[config.mk]
export PLATFORM = sky130hd
export DESIGN_NAME = calc_stack_ctrl
export DESIGN_NICKNAME = d
export VERILOG_FILES = /design/src/rtl/calc_pkg.sv /design/src/rtl/calc_stack_ctrl.sv
export SDC_FILE = /design/constraint.sdc
export NUM_CORES = 1
export LEC_CHECK = 0
export BUFFER_PORTS_ARGS = -buffer_cell sky130_fd_sc_hd__buf_2
export CAP_MARGIN = 0
export CORE_AREA = 2 2 85 87
export DETAILED_ROUTE_END_ITERATION = 10
export DIE_AREA = 0 0 87 89
export GPL_ROUTABILITY_DRIVEN = 0
export HOLD_SLACK_MARGIN = 0.03
export PLACE_DENSITY_LB_ADDON = 0.08
export SLEW_MARGIN = 10
export SYNTH_ARGS = -nofsm -noshare
export SYNTH_HDL_FRONTEND = slang
export SYNTH_SLANG_ARGS = --single-unit
export TNS_END_PERCENT = 1
[constraint.sdc]
create_clock -name clk -period 3.6 [get_ports clk]
set_clock_uncertainty 0.15 [all_clocks]
set_input_delay 0.54 -clock clk [delete_from_list [all_inputs] [get_ports clk]]
set_output_delay 0.54 -clock clk [all_outputs]
set_load 0.01 [all_outputs]
[src/rtl/calc_pkg.sv]
// Shared definitions for the calculator datapath: controller state encoding
// and default datapath widths.
package calc_pkg;

    localparam int unsigned CALC_DATA_W = 32;
    localparam int unsigned CALC_ADDR_W = 8;

    typedef enum logic [1:0] {
        IDLE  = 2'd0,
        WRITE = 2'd1,
        READ  = 2'd2
    } state_e;

endpackage : calc_pkg

[src/rtl/calc_stack_ctrl.sv]
// Operand-stack controller: maps push/pop/clear commands onto a word memory
// with a combinational read port, presenting a LIFO with full/empty/err status.
module calc_stack_ctrl
    import calc_pkg::*;
#(
    parameter int unsigned DEPTH     = 8,
    parameter int unsigned ADDR_W    = CALC_ADDR_W,
    parameter int unsigned DATA_W    = CALC_DATA_W,
    parameter int unsigned BASE_ADDR = 0
) (
    input  logic                       clk,
    input  logic                       rst_n,
    input  logic                       push,
    input  logic                       pop,
    input  logic                       clear,
    input  logic [DATA_W-1:0]          push_data,
    output logic                       cmd_ready,
    output logic                       resp_valid,
    output logic [DATA_W-1:0]          resp_data,
    output logic [$clog2(DEPTH+1)-1:0] count,
    output logic                       full,
    output logic                       empty,
    output logic                       err,
    output logic [ADDR_W-1:0]          mem_address,
    output logic [DATA_W-1:0]          mem_data,
    output logic                       mem_we,
    input  logic [DATA_W-1:0]          mem_data_out
);

    localparam int unsigned CW = $clog2(DEPTH + 1);
    localparam logic [ADDR_W-1:0] BASE = ADDR_W'(BASE_ADDR);

    if (longint'(BASE_ADDR) + longint'(DEPTH) > (longint'(1) << ADDR_W)) begin : g_param_chk
        $error("calc_stack_ctrl: BASE_ADDR+DEPTH exceeds the address space");
    end

    state_e              state_q, state_d;
    logic [CW-1:0]       count_q, count_d;
    logic [ADDR_W-1:0]   addr_q, addr_d;
    logic [DATA_W-1:0]   wdata_q, wdata_d;
    logic [DATA_W-1:0]   rdata_q, rdata_d;
    logic                rvalid_q, rvalid_d;
    logic                err_q, err_d;
    logic                we_q, we_d;
    logic                full_c, empty_c;

    assign full_c  = (count_q == CW'(DEPTH));
    assign empty_c = (count_q == '0);

    always_comb begin
        state_d  = state_q;
        count_d  = count_q;
        addr_d   = addr_q;
        wdata_d  = wdata_q;
        rdata_d  = rdata_q;
        rvalid_d = 1'b0;
        err_d    = 1'b0;
        we_d     = 1'b0;
        unique case (state_q)
            IDLE: begin
                if (clear) begin
                    count_d = '0;
                end else if (push && pop) begin
                    err_d = 1'b1;
                end else if (push) begin
                    if (full_c) begin
                        err_d = 1'b1;
                    end else begin
                        addr_d  = BASE + ADDR_W'(count_q);
                        wdata_d = push_data;
                        we_d    = 1'b1;
                        state_d = WRITE;
                    end
                end else if (pop) begin
                    if (empty_c) begin
                        err_d = 1'b1;
                    end else begin
                        addr_d  = BASE + ADDR_W'(count_q) - ADDR_W'(1);
                        state_d = READ;
                    end
                end
            end
            WRITE: begin
                count_d = count_q + CW'(1);
                state_d = IDLE;
            end
            READ: begin
                rdata_d  = mem_data_out;
                rvalid_d = 1'b1;
                count_d  = count_q - CW'(1);
                state_d  = IDLE;
            end
            default: state_d = IDLE;
        endcase
    end

    // Write enable has its own flop so the memory sees a clean, register-driven strobe.
    always_ff @(posedge clk or negedge rst_n) begin
        if (!rst_n) begin
            state_q  <= IDLE;
            count_q  <= '0;
            addr_q   <= BASE;
            wdata_q  <= '0;
            rdata_q  <= '0;
            rvalid_q <= 1'b0;
            err_q    <= 1'b0;
            we_q     <= 1'b0;
        end else begin
            state_q  <= state_d;
            count_q  <= count_d;
            addr_q   <= addr_d;
            wdata_q  <= wdata_d;
            rdata_q  <= rdata_d;
            rvalid_q <= rvalid_d;
            err_q    <= err_d;
            we_q     <= we_d;
        end
    end

    assign cmd_ready   = (state_q == IDLE);
    assign resp_valid  = rvalid_q;
    assign resp_data   = rdata_q;
    assign count       = count_q;
    assign full        = full_c;
    assign empty       = empty_c;
    assign err         = err_q;
    assign mem_address = addr_q;
    assign mem_data    = wdata_q;
    assign mem_we      = we_q;

endmodule : calc_stack_ctrl

==> reports/qor.txt, run 1 <==
drt drc = 0
Clk pin slew, worst setup/hold paths = 0.09 ns
Synth top area share = 57.5%
detailed-placement wirelength estimate = 5.05 mm
post-CTS sizing = 0
Final Util = 65.5%
Clock Tree Root = clkbuf_8
hold crit path type = input pin to async pin
flops & latches, synth = 78
Antenna Nets Post-Route = 0
CTS Sinks = 78
vias = 2,224
die area = 7740 sq um
worst slew pin tran = 0.954 ns
critical path peak fanout = 7
Starting Density = 50.5%
total CTS buffers = 9
Post-CTS Setup Bufs = 0
arrival time at the worst endpoint = 1.61 ns
largest area contributor in the netlist = dfrtp_1
required time of the critical path = 2.91 ns
total gr overflow = 0
cts hold-fix bufs = 0
CTS H-tree lvls = 3
setup_tns = 0 ns
fin nets = 443
Initial DRC Count = 52
Total Wirelength = 6.90 mm
Net Count, Synth = 295
post-layout minimum cycle time = 2.30 ns
cell area after synthesis = 3390 sq um
Worst setup EP type = primary output
worst vdd ir = 0.394 mV
IO Port Bufs = 150
antenna fix cells = 0
YS warnings = 0
period utilization = 64.0%
GRT Total Usage = 17.9%
initial antenna violation count = 0
sequential-to-total area share from yosys stat = 57.5%
CTS tree = yes
Final Max Tran Viols = 0
final setup fails = 0
Worst setup SP type = flip-flop
post-synthesis cell count = 219
chip height = 89 microns
highest achievable clock rate = 434 MHz
IO Count = 151
status = complete, no violations
synth top area cells = dfrtp_1 58%, mux2_2 14%, mux2_4 13%, ha_1 2.6%, buf_6 1.3%
unrepaired setup endpoints after global routing = false
reg2reg setup slack = 1.41 ns
Clock Path Buffers = 2
DR vias/cell = 4.92
vias in the first global route = 2,082
synth unique cells = 34
PD cells = 898 nW/um^2
pin count of the biggest net entering global routing = 79
max-cap violations = 0
Slew headroom = 36.4%
# rows = 30
die width = 87 microns
leak pwr = 2.35 nW
Final Hold Vio Count = 0
placed cell count = 436
share of cells above drive strength 1 = 66.1%
Detailed Routing Iterations Pass 1 = 4
drt wl/cell = 15.3 microns
syn_area_per_cell = 15.5 sq um
non-filler instance count after layout = 452
core area = 6720 sq um
CP Class = flip-flop to primary output
filler cell count = 538
first-pass GRT wire length = 10.5 mm
area grow syn2layout = 29.8%
Clk Latency, worst-skew pair = 0.34 ns
==> synthesized netlist by cell type (all sizes together) <==
library cell and count:
dfrtp 78, mux2 70, buf 14, ha 7, inv 7, o21ai 5
nor3 4, nand2b 3, nand3 3, xnor2 3, a21oi 2, and2b 2
nand2 2, nor2 2, o22ai 2, xor2 2, a221o 1, a221oi 1
a22o 1, a31oi 1, and2 1, nand3b 1, nor2b 1, nor3b 1
nor4 1, nor4b 1, o221a 1, o2bb2ai 1, or2 1
==> per-layer routing <==
metal / up-vias / wire length [microns] / global-route usage (%)
li1: 1056 / - / -
met4: 0 / 93 / 7.81
met3: 9 / 489 / 5.08
met2: 90 / 3270 / 28.4
met5: - / 0 / 0
met1: 1069 / 3050 / 23.0
==> through the flow <==
step	total power, mW	area (sq um)	hold WS [ns]	setup slack, ns
after detailed placement	3.19	4150	0.337	1.38
after floorplan	2.58	3390	0.0944	1.60
final	3.95	4400	0.191	1.30
after global routing	4.21	4400	0.247	1.17
after global placement	3.14	4150	0.334	1.41
after CTS	4.01	4400	0.223	1.27
==> layout make-up <==
type / count / area, sq um / share of cell area [%]
clock buffer: 10 / 138 / 3.13
clock inverter: 6 / 116 / 2.64
inverter: 7 / 26.3 / 0.597
multi-input combinational: 120 / 1310 / 29.7
sequential: 78 / 1950 / 44.3
tap: 80 / 100 / 2.27
timing repair buffer: 151 / 761 / 17.3
==> cells in the final DEF, fill, tap and decap left out, types with 2 or more instances in the layout <==
cell type	synthesis	routed
and2b_2	2	2
ha_1	7	7
nand2b_1	2	2
o22ai_1	2	2
nand3_1	2	2
dfrtp_1	78	78
bufinv_16	0	3
mux2_2	41	41
o21ai_0	5	5
xnor2_1	3	3
xor2_1	2	2
inv_1	7	7
a21oi_1	2	2
clkbuf_8	0	10
nand2_1	2	2
nor2_1	2	2
clkinv_4	0	2
nor3_1	4	4
buf_4	4	2
mux2_4	29	29
buf_2	6	149
==> flip-flops by register name, indices dropped and copies added, names as in the netlist <==
name / cells
err: 1
resp_data: 32
count: 4
mem_data: 32
resp_valid: 1
mem_we: 1
state_q: 2
mem_address: 5
==> path summary, 6_finish.rpt <==
check                                            from                          to  depth (start not counted)
setup / recovery                 count[0]$_DFFE_PN0P_                       empty                          4
hold / removal                                  rst_n   resp_data[18]$_DFFE_PN0N_                          1
setup reg to reg                 count[1]$_DFFE_PN0P_    mem_data[15]$_DFFE_PN0P_                          5
hold reg to reg            mem_address[2]$_DFFE_PN0P_  mem_address[2]$_DFFE_PN0P_                          1
max in group asynchronous                       rst_n    mem_data[15]$_DFFE_PN0P_                          1
min in group clk                        push_data[25]    mem_data[25]$_DFFE_PN0P_                          2
==> cells by family after synthesis <==
group,share of synthesized area (%)
flops,57.5
mux,26.4
simple gates,5.09
buf+inv,3.87
compound gates,3.17
fa+ha+maj,2.58
xor+xnor,1.29
==> worst max-delay path, stage by stage (launching register included) <==
cell	delay (ns)
dfrtp_1	0.46
inv_1	0.13
ha_1	0.22
nor3b_2	0.28
buf_2	0.19
==> power by group <==
part | switching [mW] | leakage (nW) | total [mW] | internal, mW
Clock | 0.327 | 0.127 | 0.811 | 0.484
Sequential | 0.227 | 0.952 | 1.52 | 1.29
Combinational | 0.733 | 1.27 | 1.62 | 0.889
No activity file was read; power rests on OpenSTA's default activity.
==> inputs of run 2 (changes only) <==
--- a/config.mk
+++ b/config.mk
@@ -7,9 +7,9 @@
 export LEC_CHECK = 0
 export BUFFER_PORTS_ARGS = -buffer_cell sky130_fd_sc_hd__buf_2
 export CAP_MARGIN = 0
-export CORE_AREA = 2 2 85 87
+export CORE_AREA = 2 2 88 90
 export DETAILED_ROUTE_END_ITERATION = 10
-export DIE_AREA = 0 0 87 89
+export DIE_AREA = 0 0 90 92
 export GPL_ROUTABILITY_DRIVEN = 0
 export HOLD_SLACK_MARGIN = 0.03
 export PLACE_DENSITY_LB_ADDON = 0.08
==> constraint.sdc (replaced) <==
create_clock -name clk -period 2.3 [get_ports clk]
set_clock_uncertainty 0.15 [all_clocks]
set_input_delay 0.345 -clock clk [delete_from_list [all_inputs] [get_ports clk]]
set_output_delay 0.345 -clock clk [all_outputs]
set_load 0.01 [all_outputs]
==> run 2 against run 1 <==
Setup slack got worse by 1.1 ns. Register-to-register slack lost 1.2 ns. Combinational power rose by 63%.
==> reports/qor.txt, run 2 (same netlist as run 1, synthesis figures left out) <==
status = complete, no violations
Clock Path Buffers = 2 (unchanged)
drt wl/cell = 14.8 microns (-3.0%)
detailed-placement wirelength estimate = 5.30 mm (+4.8%)
arrival time at the worst endpoint = 2.18 ns (+0.57 ns)
Final Max Tran Viols = 0 (unchanged)
core area = 7450 sq um (+11%)
required time of the critical path = 2.37 ns (-0.54 ns)
Clk pin slew, worst setup/hold paths = 0.09 ns (about the same)
Clk network pwr share = 18.3% (-2.2 points)
cts hold-fix bufs = 1 (+1)
vias in the first global route = 2,306 (+11%)
max-cap violations = 0 (unchanged)
worst vdd ir = 0.591 mV (+50%)
Clock Tree Root = clkbuf_8
hold crit path type = input pin to flip-flop
IO Port Bufs = 150 (unchanged)
first-pass GRT wire length = 11.6 mm (+11%)
Worst setup SP type = flip-flop
antenna fix cells = 0 (unchanged)
register share of total power = 38.4% (about the same)
CTS Sinks = 78 (unchanged)
vias = 2,299 (+3.4%)
total CTS buffers = 9 (unchanged)
CP Class = flip-flop to flip-flop
IO Count = 151 (unchanged)
unrepaired setup endpoints after global routing = false
period utilization = 91.7%
Detailed Routing Iterations Pass 1 = 4 (unchanged)
Initial DRC Count = 46 (-12%)
Final Hold Vio Count = 0 (unchanged)
post-layout minimum cycle time = 2.11 ns
# rows = 32 (+6.7%)
Slew headroom = 72.4% (+36 points)
Post-CTS Setup Bufs = 0 (unchanged)
worst slew pin tran = 0.414 ns (-0.540 ns)
CTS tree = yes
commonest cells after routing, fill and taps aside = 149 x buf_2, 78 x dfrtp_1, 41 x mux2_2
commonest non-fill, non-tap cell in the layout = buf_2
Antenna Nets Post-Route = 0 (unchanged)
NetSw = 2.04 mW (+58%)
area grow syn2layout = 32.5%
DR vias/cell = 4.77 (-3.1%)
critical path peak fanout = 16 (+9)
switching part of the total = 33.4% (+0.83 points)
placed cell count = 466 (+6.9%)
non-filler instance count after layout = 482 (+6.6%)
highest achievable clock rate = 474 MHz
PD cells = 1360 nW/um^2 (+51%)
CTS H-tree lvls = 3 (unchanged)
leak pwr = 2.38 nW (+1.4%)
Worst setup EP type = flip-flop
fin nets = 452 (+2.0%)
Total Wirelength = 7.13 mm (+3.4%)
Final Util = 60.3% (-5.2 points)
Pwr Total = 6.10 mW (+54%)
chip height = 92 microns (+3.4%)
die width = 90 microns (+3.4%)
setup_tns = 0 ns (unchanged)
post-CTS sizing = 0 (unchanged)
Starting Density = 45.5% (-4.9 points)
die area = 8280 sq um (+6.9%)
initial antenna violation count = 0 (unchanged)
worst hold slack = 0.0725 ns (-0.119 ns)
Clk Latency, worst-skew pair = 0.34 ns (about the same)
Logic pwr share = 43.3% (+2.3 points)
drt drc = 0 (unchanged)
cell internal pwr = 4.07 mW (+52%)
total gr overflow = 0 (unchanged)
GRT Total Usage = 17.9% (about the same)
pin count of the biggest net entering global routing = 37 (-53%)
share of cells above drive strength 1 = 66.3% (+0.19 points)
final setup fails = 0 (unchanged)
## run 2: cell types whose count changed in the layout (fill, tap and decap cells not counted), sizes merged
| cell | previous run | this run |
|---|---|---|
| buf | 151 | 159 |
| clkinv | 2 | 0 |
| clkinvlp | 0 | 2 |
| bufinv | 3 | 2 |
| dlygate4sd3 | 0 | 1 |
## run 2: worst paths after layout
kind                                             from                         end  slack (ns)  cells after the start
max                            state_q[0]$_DFFE_PN0P_    mem_data[24]$_DFFE_PN0P_        0.19                      6
min                                     push_data[16]    mem_data[16]$_DFFE_PN0P_        0.07                      2
max reg2reg                    state_q[0]$_DFFE_PN0P_    mem_data[24]$_DFFE_PN0P_        0.19                      6
min reg2reg                mem_address[0]$_DFFE_PN0P_  mem_address[0]$_DFFE_PN0P_        0.35                      1
max in group asynchronous                       rst_n    resp_data[1]$_DFFE_PN0N_        1.11                      3
min in group asynchronous                       rst_n    resp_data[0]$_DFFE_PN0N_        0.27                      2
## run 2: routing by layer
metal	up-vias	global-route usage (%)	routed length, microns
li1	1073	-	-
met1	1108	24.9	3300
met2	101	26.2	3140
met3	17	4.44	512
met4	0	8.72	181
met5	-	0	0
## run 2: layout make-up
type | instances | area [sq um]
clock buffers | 10 | 128
fillers | 657 | 2950
well taps | 102 | 128
clock inverters | 5 | 83.8
inverters | 7 | 26.3
multi-input cells | 120 | 1310
repair buffers | 160 | 868
flip-flops and latches | 78 | 1950
## run 2: worst max-delay path, stage by stage (launching register included)
cell,delay (ns)
dfrtp_1,0.38
inv_1,0.13
ha_1,0.24
and2b_2,0.22
nand3_4,0.30
buf_12,0.28
mux2_4,0.30
## run 2: per-stage QoR
step                setup slack (ns)  area, sq um
finish                         0.190         4490
global placement               0.290         4270
CTS                            0.173         4490
floorplan                      0.302         3390
detailed placement             0.194         4270
global route                  0.0793         4490
## run 2: power by group through the flow
stage | Sequential (mW) | Combinational [mW] | Clock [mW]
global placement | 2.36 | 2.63 | 0
detailed placement | 2.37 | 2.67 | 0
CTS | 2.35 | 2.68 | 1.13
floorplan | 2.69 | 1.34 | 0
global route | 2.45 | 2.87 | 1.19
finish | 2.35 | 2.64 | 1.12
